<file path="config.mk">
export PLATFORM = sky130hd
export DESIGN_NAME = pair_serial_mag_cmp_flat
export DESIGN_NICKNAME = d
export VERILOG_FILES = /design/src/rtl/pair_serial_mag_cmp_if.sv /design/src/rtl/pair_serial_mag_cmp.sv /design/src/flat_wrapper.sv
export SDC_FILE = /design/constraint.sdc
export NUM_CORES = 1
export LEC_CHECK = 0
export CORE_MARGIN = 1
export CORE_UTILIZATION = 45
export CTS_BUF_LIST = sky130_fd_sc_hd__clkbuf_16
export CTS_CLUSTER_DIAMETER = 100
export DETAILED_ROUTE_END_ITERATION = 10
export PLACE_DENSITY_LB_ADDON = 0.2
export SYNTH_ARGS = -nofsm -noshare
export SYNTH_HDL_FRONTEND = slang
export SYNTH_SLANG_ARGS = --single-unit
</file>
<file path="constraint.sdc">
create_clock -name clk -period 2.85 [get_ports clk]
set_input_delay 0.285 -clock clk [delete_from_list [all_inputs] [get_ports clk]]
set_output_delay 0.285 -clock clk [all_outputs]
set_load 0.05 [all_outputs]
</file>
<file path="src/rtl/pair_serial_mag_cmp_if.sv">
`default_nettype none
// ============================================================================
// Module   : pair_serial_mag_cmp_if
// Purpose  : Request/result bundle for the pair-serial magnitude comparator.
// Revision : 1.0 - initial release
// ============================================================================
interface pair_serial_mag_cmp_if #(
    parameter int W = 8
);
    logic         start;
    logic [W-1:0] a;
    logic [W-1:0] b;
    logic         ready;
    logic         done_tick;
    logic         agtb;
    logic         aeqb;
    logic         altb;

    modport master (
        output start, a, b,
        input  ready, done_tick, agtb, aeqb, altb
    );

    modport slave (
        input  start, a, b,
        output ready, done_tick, agtb, aeqb, altb
    );
endinterface
`default_nettype wire

</file>
<file path="src/rtl/pair_serial_mag_cmp.sv">
`default_nettype none
// ============================================================================
// Module   : pair_serial_mag_cmp
// Purpose  : Bit-serial unsigned comparator, two bits per clock, MSB pair first.
// Revision : 1.0 - initial release
// ============================================================================
module pair_serial_mag_cmp #(
    parameter int W = 8
) (
    input  logic                  clk,
    input  logic                  reset,
    pair_serial_mag_cmp_if.slave  bus
);

    generate
        if ((W < 2) || ((W % 2) != 0)) begin : g_bad_width
            $error("pair_serial_mag_cmp: W must be even and >= 2");
        end
    endgenerate

    localparam int               CNT_W    = (W / 2 > 1) ? $clog2(W / 2) : 1;
    localparam logic [CNT_W-1:0] CNT_INIT = CNT_W'(W / 2 - 1);

    typedef enum logic [1:0] {
        S_IDLE = 2'd0,
        S_CMP  = 2'd1,
        S_DONE = 2'd2
    } state_t;

    state_t             state_q, state_d;
    logic [W-1:0]       a_q, a_d;
    logic [W-1:0]       b_q, b_d;
    logic [CNT_W-1:0]   cnt_q, cnt_d;
    logic               agtb_q, agtb_d;
    logic               aeqb_q, aeqb_d;
    logic               altb_q, altb_d;

    logic [1:0]         w_pa;
    logic [1:0]         w_pb;
    logic               w_gt2;
    logic               w_lt2;

    // 2-bit greater-than primitive in sum-of-products form, applied both ways.
    assign w_pa  = a_q[W-1 -: 2];
    assign w_pb  = b_q[W-1 -: 2];
    assign w_gt2 = (w_pa[1] & ~w_pb[1])
                 | (w_pa[1] &  w_pa[0] & ~w_pb[0])
                 | (w_pa[0] & ~w_pb[1] & ~w_pb[0]);
    assign w_lt2 = (w_pb[1] & ~w_pa[1])
                 | (w_pb[1] &  w_pb[0] & ~w_pa[0])
                 | (w_pb[0] & ~w_pa[1] & ~w_pa[0]);

    always_comb begin
        state_d = state_q;
        a_d     = a_q;
        b_d     = b_q;
        cnt_d   = cnt_q;
        agtb_d  = agtb_q;
        aeqb_d  = aeqb_q;
        altb_d  = altb_q;

        case (state_q)
            S_IDLE: begin
                if (bus.start) begin
                    a_d     = bus.a;
                    b_d     = bus.b;
                    cnt_d   = CNT_INIT;
                    agtb_d  = 1'b0;
                    aeqb_d  = 1'b0;
                    altb_d  = 1'b0;
                    state_d = S_CMP;
                end
            end
            S_CMP: begin
                if (w_gt2) begin
                    agtb_d  = 1'b1;
                    state_d = S_DONE;
                end else if (w_lt2) begin
                    altb_d  = 1'b1;
                    state_d = S_DONE;
                end else if (cnt_q == '0) begin
                    aeqb_d  = 1'b1;
                    state_d = S_DONE;
                end else begin
                    a_d   = a_q << 2;
                    b_d   = b_q << 2;
                    cnt_d = cnt_q - CNT_W'(1);
                end
            end
            S_DONE: begin
                state_d = S_IDLE;
            end
            default: begin
                state_d = S_IDLE;
            end
        endcase
    end

    always_ff @(posedge clk) begin
        if (reset) begin
            state_q <= S_IDLE;
            a_q     <= '0;
            b_q     <= '0;
            cnt_q   <= '0;
            agtb_q  <= 1'b0;
            aeqb_q  <= 1'b0;
            altb_q  <= 1'b0;
        end else begin
            state_q <= state_d;
            a_q     <= a_d;
            b_q     <= b_d;
            cnt_q   <= cnt_d;
            agtb_q  <= agtb_d;
            aeqb_q  <= aeqb_d;
            altb_q  <= altb_d;
        end
    end

    assign bus.ready     = (state_q == S_IDLE);
    assign bus.done_tick = (state_q == S_DONE);
    assign bus.agtb      = agtb_q;
    assign bus.aeqb      = aeqb_q;
    assign bus.altb      = altb_q;

endmodule
`default_nettype wire
</file>
<file path="src/flat_wrapper.sv">
// flat-port wrapper written by rule: the top's interface ports become plain ports
module pair_serial_mag_cmp_flat 
#(
    parameter int W = 8
)
  (clk, reset, bus_start, bus_a, bus_b, bus_ready, bus_done_tick, bus_agtb, bus_aeqb, bus_altb);
  pair_serial_mag_cmp_if #(.W(W)) bus_i ();
  input  logic clk;
  input  logic reset;
  input wire logic [$bits(bus_i.start)-1:0] bus_start;
  input wire logic [$bits(bus_i.a)-1:0] bus_a;
  input wire logic [$bits(bus_i.b)-1:0] bus_b;
  output wire logic [$bits(bus_i.ready)-1:0] bus_ready;
  output wire logic [$bits(bus_i.done_tick)-1:0] bus_done_tick;
  output wire logic [$bits(bus_i.agtb)-1:0] bus_agtb;
  output wire logic [$bits(bus_i.aeqb)-1:0] bus_aeqb;
  output wire logic [$bits(bus_i.altb)-1:0] bus_altb;
  assign bus_i.start = bus_start;
  assign bus_i.a = bus_a;
  assign bus_i.b = bus_b;
  assign bus_ready = bus_i.ready;
  assign bus_done_tick = bus_i.done_tick;
  assign bus_agtb = bus_i.agtb;
  assign bus_aeqb = bus_i.aeqb;
  assign bus_altb = bus_i.altb;
  pair_serial_mag_cmp #(.W(W)) u_core (.clk(clk), .reset(reset), .bus(bus_i));
endmodule
</file>
### Yosys cells after proc, flatten, opt, wreduce, memory -nomap -nowiden

Cells that the tools add are included.

| storage, ports and cells | value |
|---|---|
| bits in registers | 23 |
| output and inout port bits | 5 |
| word-level logic and storage cells | 74 |

| operators by class | value |
|---|---|
| add/sub/neg operators | 1 |
| equal/unequal tests | 10 |
| multiplexer cells | 30 |
| bitwise operators | 18 |
| reduce and logical (&&, ||, !) cells | 8 |

Operators by type and width:

| kind | number |
|---|---|
| 8-bit 2-to-1 mux | 8 |
| 8-bit one-hot mux with 2 select lines | 2 |
| 2-bit 2-to-1 mux | 8 |
| 1-bit bitwise AND | 10 |
| 5-bit AND reduction | 2 |
| 2-bit != test (second input constant) | 4 |
| 2-bit one-hot mux with 2 select lines | 2 |
| 1-bit 2-to-1 mux | 7 |
| 2-bit by 1-bit != test with 1-bit output (second input constant) | 3 |
| 1-bit one-hot mux with 2 select lines | 3 |
| 2-bit logical NOT | 2 |
| 4-bit by 1-bit != test with 1-bit output (second input constant) | 1 |
| 1-bit inverter | 4 |
| 1-bit bitwise OR | 4 |
| 4-bit AND reduction | 1 |
| 3-bit AND reduction | 1 |
| 2-bit by 1-bit == test with 1-bit output (second input constant) | 1 |
| 2-bit == test (second input constant) | 1 |
| 2-bit AND reduction | 1 |
| 2-bit nonzero test | 1 |
| 2-bit by 1-bit subtractor with 2-bit output (second input constant) | 1 |

### Longest topological paths before layout

| logic depth | value |
|---|---|
| depth after elaboration | 7 |
| gate-level depth with buffers | 7 |
| gate-level depth less buffers | 6 |

### Worst setup path before layout

Ideal clock, no wire load.

| path | value |
|---|---|
| kind | register to register |
| start point | reg u_core.state_q[0] |
| end point | reg u_core.a_q[7] |
| data arrival time | 1.907 ns |
| slack | 0.809 ns |
| stages on the path, launching flop included | 6 |
| path buffers | 1 |
| cell sequence | dfxtp_1 > nor2_1 > nand2_1 > buf_2 > a221oi_2 > a211oi_1 |

| between the ends | value |
|---|---|
| cells in the longest elaborated chain, start to end | 3 |

Ends and longest elaborated chain:

| element | line | source |
|---|---|---|
| start: declaration | pair_serial_mag_cmp.sv:30 | `state_t state_q, state_d;` |
| start signal: assignment | pair_serial_mag_cmp.sv:109 | `state_q <= state_d;` |
| 2-bit logical NOT (*) | n/a |  |
| net bus_ready | flat_wrapper.sv:13 | `output wire logic [$bits(bus_i.ready)-1:0] bus_ready;` |
| 2-bit != test (no source line) or 2-bit nonzero test (tied branches) | n/a |  |
| 5-bit AND reduction (no source line) | n/a |  |
| end signal: assignment | pair_serial_mag_cmp.sv:102 | `a_q <= '0;` |
| end signal: assignment | pair_serial_mag_cmp.sv:110 | `a_q <= a_d;` |
| end: declaration | pair_serial_mag_cmp.sv:31 | `logic [W-1:0] a_q, a_d;` |

The timed path passes the listed nets; every way through them passes the cells marked *.
A chain may end at the register's enable or synchronous reset.

### Worst setup path after layout

| path | value |
|---|---|
| start point | reg u_core.state_q[1] |
| end point | out bus_done_tick |

| between the ends | value |
|---|---|
| cells in the longest elaborated chain, start to end | 1 |

Ends and longest elaborated chain:

| element | line | source |
|---|---|---|
| 2-bit == test | pair_serial_mag_cmp.sv:120 | `assign bus.done_tick = (state_q == S_DONE);` |
| end: declaration | flat_wrapper.sv:14 | `output wire logic [$bits(bus_i.done_tick)-1:0] bus_done_tick;` |

No other way between the ends.

==> impl_metrics.py <==
metrics = {
    "run_status": {
        "status": "finished clean",
    },
    "clocking": {
        "cts_max_level": 1,
        "cts_buffers": 3,
        "cts_resized": 0,
        "tritoncts": "yes",
        "ctsHoldBuffers": 0,
        "clk_latency_ns": 0.26,
        "clk_path_buf_depth": 2,
        "cts_sinks": 23,
        "path_clk_slew_ns": 0.06,
        "cts_root_buf": "clkbuf_16",
        "cts_setup_buffers": 0,
    },
    "place": {
        "place_area_mm2": 0.00131,
        "post-dp-hpwl_mm": 1.63,
        "place.gp.congestion": 0.771,
        "port_buffers": 23,
    },
    "logic_synthesis": {
        "synth_common_cells": "dfxtp_1, inv_1, a211oi_1, nor2_1, a221oi_1",
        "synthesis.nets": 142,
        "synth_area_mm2": 0.00109,
        "synth_top_area_share_pct": 42.1,
        "ys_top_cells_by_area": "dfxtp_1, a211oi_1, a221oi_1, a221oi_2, inv_1",
        "synth_warnings": 0,
        "yosysSeqAreaShare_pct": 42.1,
        "synth_ff_type": "dfxtp_1",
        "postSynthAreaPerCell_um2": 8.97,
        "synth_top_area_cell": "dfxtp_1",
        "synth_edf_count": 0,
        "ys_types": 27,
        "netlist_instances": 122,
        "synth_most_common_cell": "dfxtp_1",
        "synth_seq_cells": 23,
        "async_flop_share_pct": 0,
    },
    "sta": {
        "relSlewSlack_pct": 42.3,
        "worst_pin_slew_ns": 0.863,
        "max_freq_mhz": 513,
        "report.final.slew_viol_count": 0,
        "hold_viol_final": 0,
        "setup_viol": 0,
        "timing.setup.tns_ns": 0,
        "rsz0062_at_grt": "false",
        "fin_skew_ns": 0.00365,
        "period_needed_ns": 1.95,
        "timing.final.crit_share_pct": 68.4,
    },
    "route": {
        "postRouteAntennaNets": 0,
        "vias": 944,
        "drt_wl_total_mm": 2.38,
        "drt_pass1_iterations": 4,
        "post-route-drc-count": 0,
        "viasPerCell": 5.59,
        "routedWlPerCell_um": 14.1,
        "drt_iter0_markers": 13,
    },
    "power": {
        "p_int_uw": 629,
        "p_per_area_mw_per_mm2": 631,
        "p_comb_share_pct": 23.4,
        "p_leak_nw": 0.495,
        "vdd_drop_max_uv": 547,
        "p_clk_share_pct": 34.0,
        "sequentialPowerShare_pct": 42.6,
        "switchingPower_uw": 249,
        "p_sw_share_pct": 28.4,
    },
    "setup_path": {
        "critPathCaptureType": "output pin",
        "reg2regPathDepth": 6,
        "crit_path_max_fanout": 5,
        "cp-start-kind": "flip-flop",
        "worstPathRequired_ns": 2.57,
        "cp.arrival_ns": 1.66,
        "path_class": "reg2out",
    },
    "hold_path": {
        "hold_path_class": "reg2reg",
        "hold_depth": 2,
    },
    "grt": {
        "grt_pass1_vias": 894,
        "grt_pass1_wl_mm": 4.09,
        "antenna_found_initial": 0,
        "grt_usage_pct": 21.3,
        "grt_max_degree": 24,
        "overflow": 0,
    },
    "die": {
        "core_mm2": 0.00225,
        "dieWidth_um": 51.3,
        "ioPinCount": 24,
        "initial_core_util_pct": 48.6,
        "fp.dieH_um": 51.3,
        "die-area_mm2": 0.00263,
        "rows": 17,
    },
    "finish": {
        "drive_above_1_share_pct": 7.09,
        "synthToLayoutAreaGrowth_pct": 27.1,
        "design_area_mm2": 0.00139,
        "antenna_cells": 0,
        "nNetsFinal": 162,
    },
    "job": {
        "maxCapViolations": 0,
    },
}
==> critical path, cell delays in order (launching register included) <==
cell and delay, ns:
dfxtp_1 0.43, nor2b_1 0.16, clkdlybuf4s50_1 0.81
==> layout make-up <==
type / count / area [µm²]
Inverter: 16 / 60.1
Multi-Input combinational cell: 75 / 527
Tap cell: 28 / 35.0
Timing Repair Buffer: 23 / 230
Sequential cell: 23 / 460
Fill cell: 206 / 863
Clock buffer: 3 / 75.1
Clock inverter: 1 / 3.75
==> state kept, by name, indices dropped and copies added (netlist names) <==
signal,cells
u_core.a_q,8
u_core.b_q,8
u_core.bus.aeqb,1
u_core.bus.agtb,1
u_core.bus.altb,1
u_core.cnt_q,2
u_core.state_q,2
==> worst paths after layout <==
path,slack (ns),endpoint,from
max,0.90,bus_done_tick,u_core.state_q[1]$_SDFFE_PP0P_
max reg2reg,1.01,u_core.a_q[7]$_SDFFE_PP0P_,u_core.cnt_q[0]$_SDFFE_PP0P_
min,0.46,u_core.a_q[2]$_SDFFE_PP0P_,u_core.a_q[2]$_SDFFE_PP0P_
min reg2reg,0.46,u_core.a_q[2]$_SDFFE_PP0P_,u_core.a_q[2]$_SDFFE_PP0P_
==> cell usage in the layout, fill, tap and decap left out <==
master           count
a2111oi_0            1
a211oi_1            13
a21oi_1              4
a21oi_2              1
a221oi_1             8
a221oi_2             4
a311oi_1             1
a31oi_1              2
a32oi_1              1
and2_1               5
and3_1               2
clkbuf_16            3
clkdlybuf4s50_1     23
dfxtp_1             23
ha_1                 1
inv_1               17
nand2_1              5
nand2b_1             2
nand3_1              4
nand4_4              1
nor2_1              13
nor2b_1              1
nor3_1               2
nor3b_4              1
o21ai_0              2
xnor2_1              1
==> cell families (layout without fill, tap and decap cells) <==
family          after synthesis  count (layout)  synth area share [%]
compound gates               37              37                  27.9
xor+xnor                      1               1                 0.800
fa+ha+maj                     1               1                  1.14
simple gates                 36              36                  18.3
buf+inv                      24              43                  9.83
flops                        23              23                  42.1
==> metal layers <==
| metal | wire [µm] | up-vias | part of all wire [%] | global-route usage (%) |
|---|---|---|---|---|
| met4 | 42 | 0 | 1.8 | 9.01 |
| met1 | 1080 | 446 | 45 | 26.1 |
| li1 | - | 477 | - | - |
| met5 | 0 | - | 0 | 0 |
| met3 | 89 | 7 | 3.7 | 6.25 |
| met2 | 1160 | 14 | 49 | 34.6 |
==> through the flow <==
stage / power, mW / std cells / setup slack (ns) / hold WS (ns) / utilization (%)
after global placement: 0.580 / 165 / 1.07 / 0.453 / 58.2
final: 0.877 / 169 / 0.902 / 0.464 / 61.7
after CTS: 0.883 / 169 / 0.900 / 0.469 / 61.7
after detailed placement: 0.584 / 165 / 1.02 / 0.458 / 58.2
after floorplan: 0.528 / 122 / 0.809 / 0.357 / -
after global routing: 0.923 / 169 / 0.810 / 0.484 / 61.7
==> power groups by stage <==
stage / logic, mW / registers [mW] / clock network, mW
CTS: 0.206 / 0.373 / 0.304
floorplan: 0.146 / 0.383 / 0
finish: 0.205 / 0.373 / 0.299
detailed placement: 0.203 / 0.381 / 0
global route: 0.228 / 0.376 / 0.318
global placement: 0.200 / 0.379 / 0
Power figures use the tool's default switching activity.
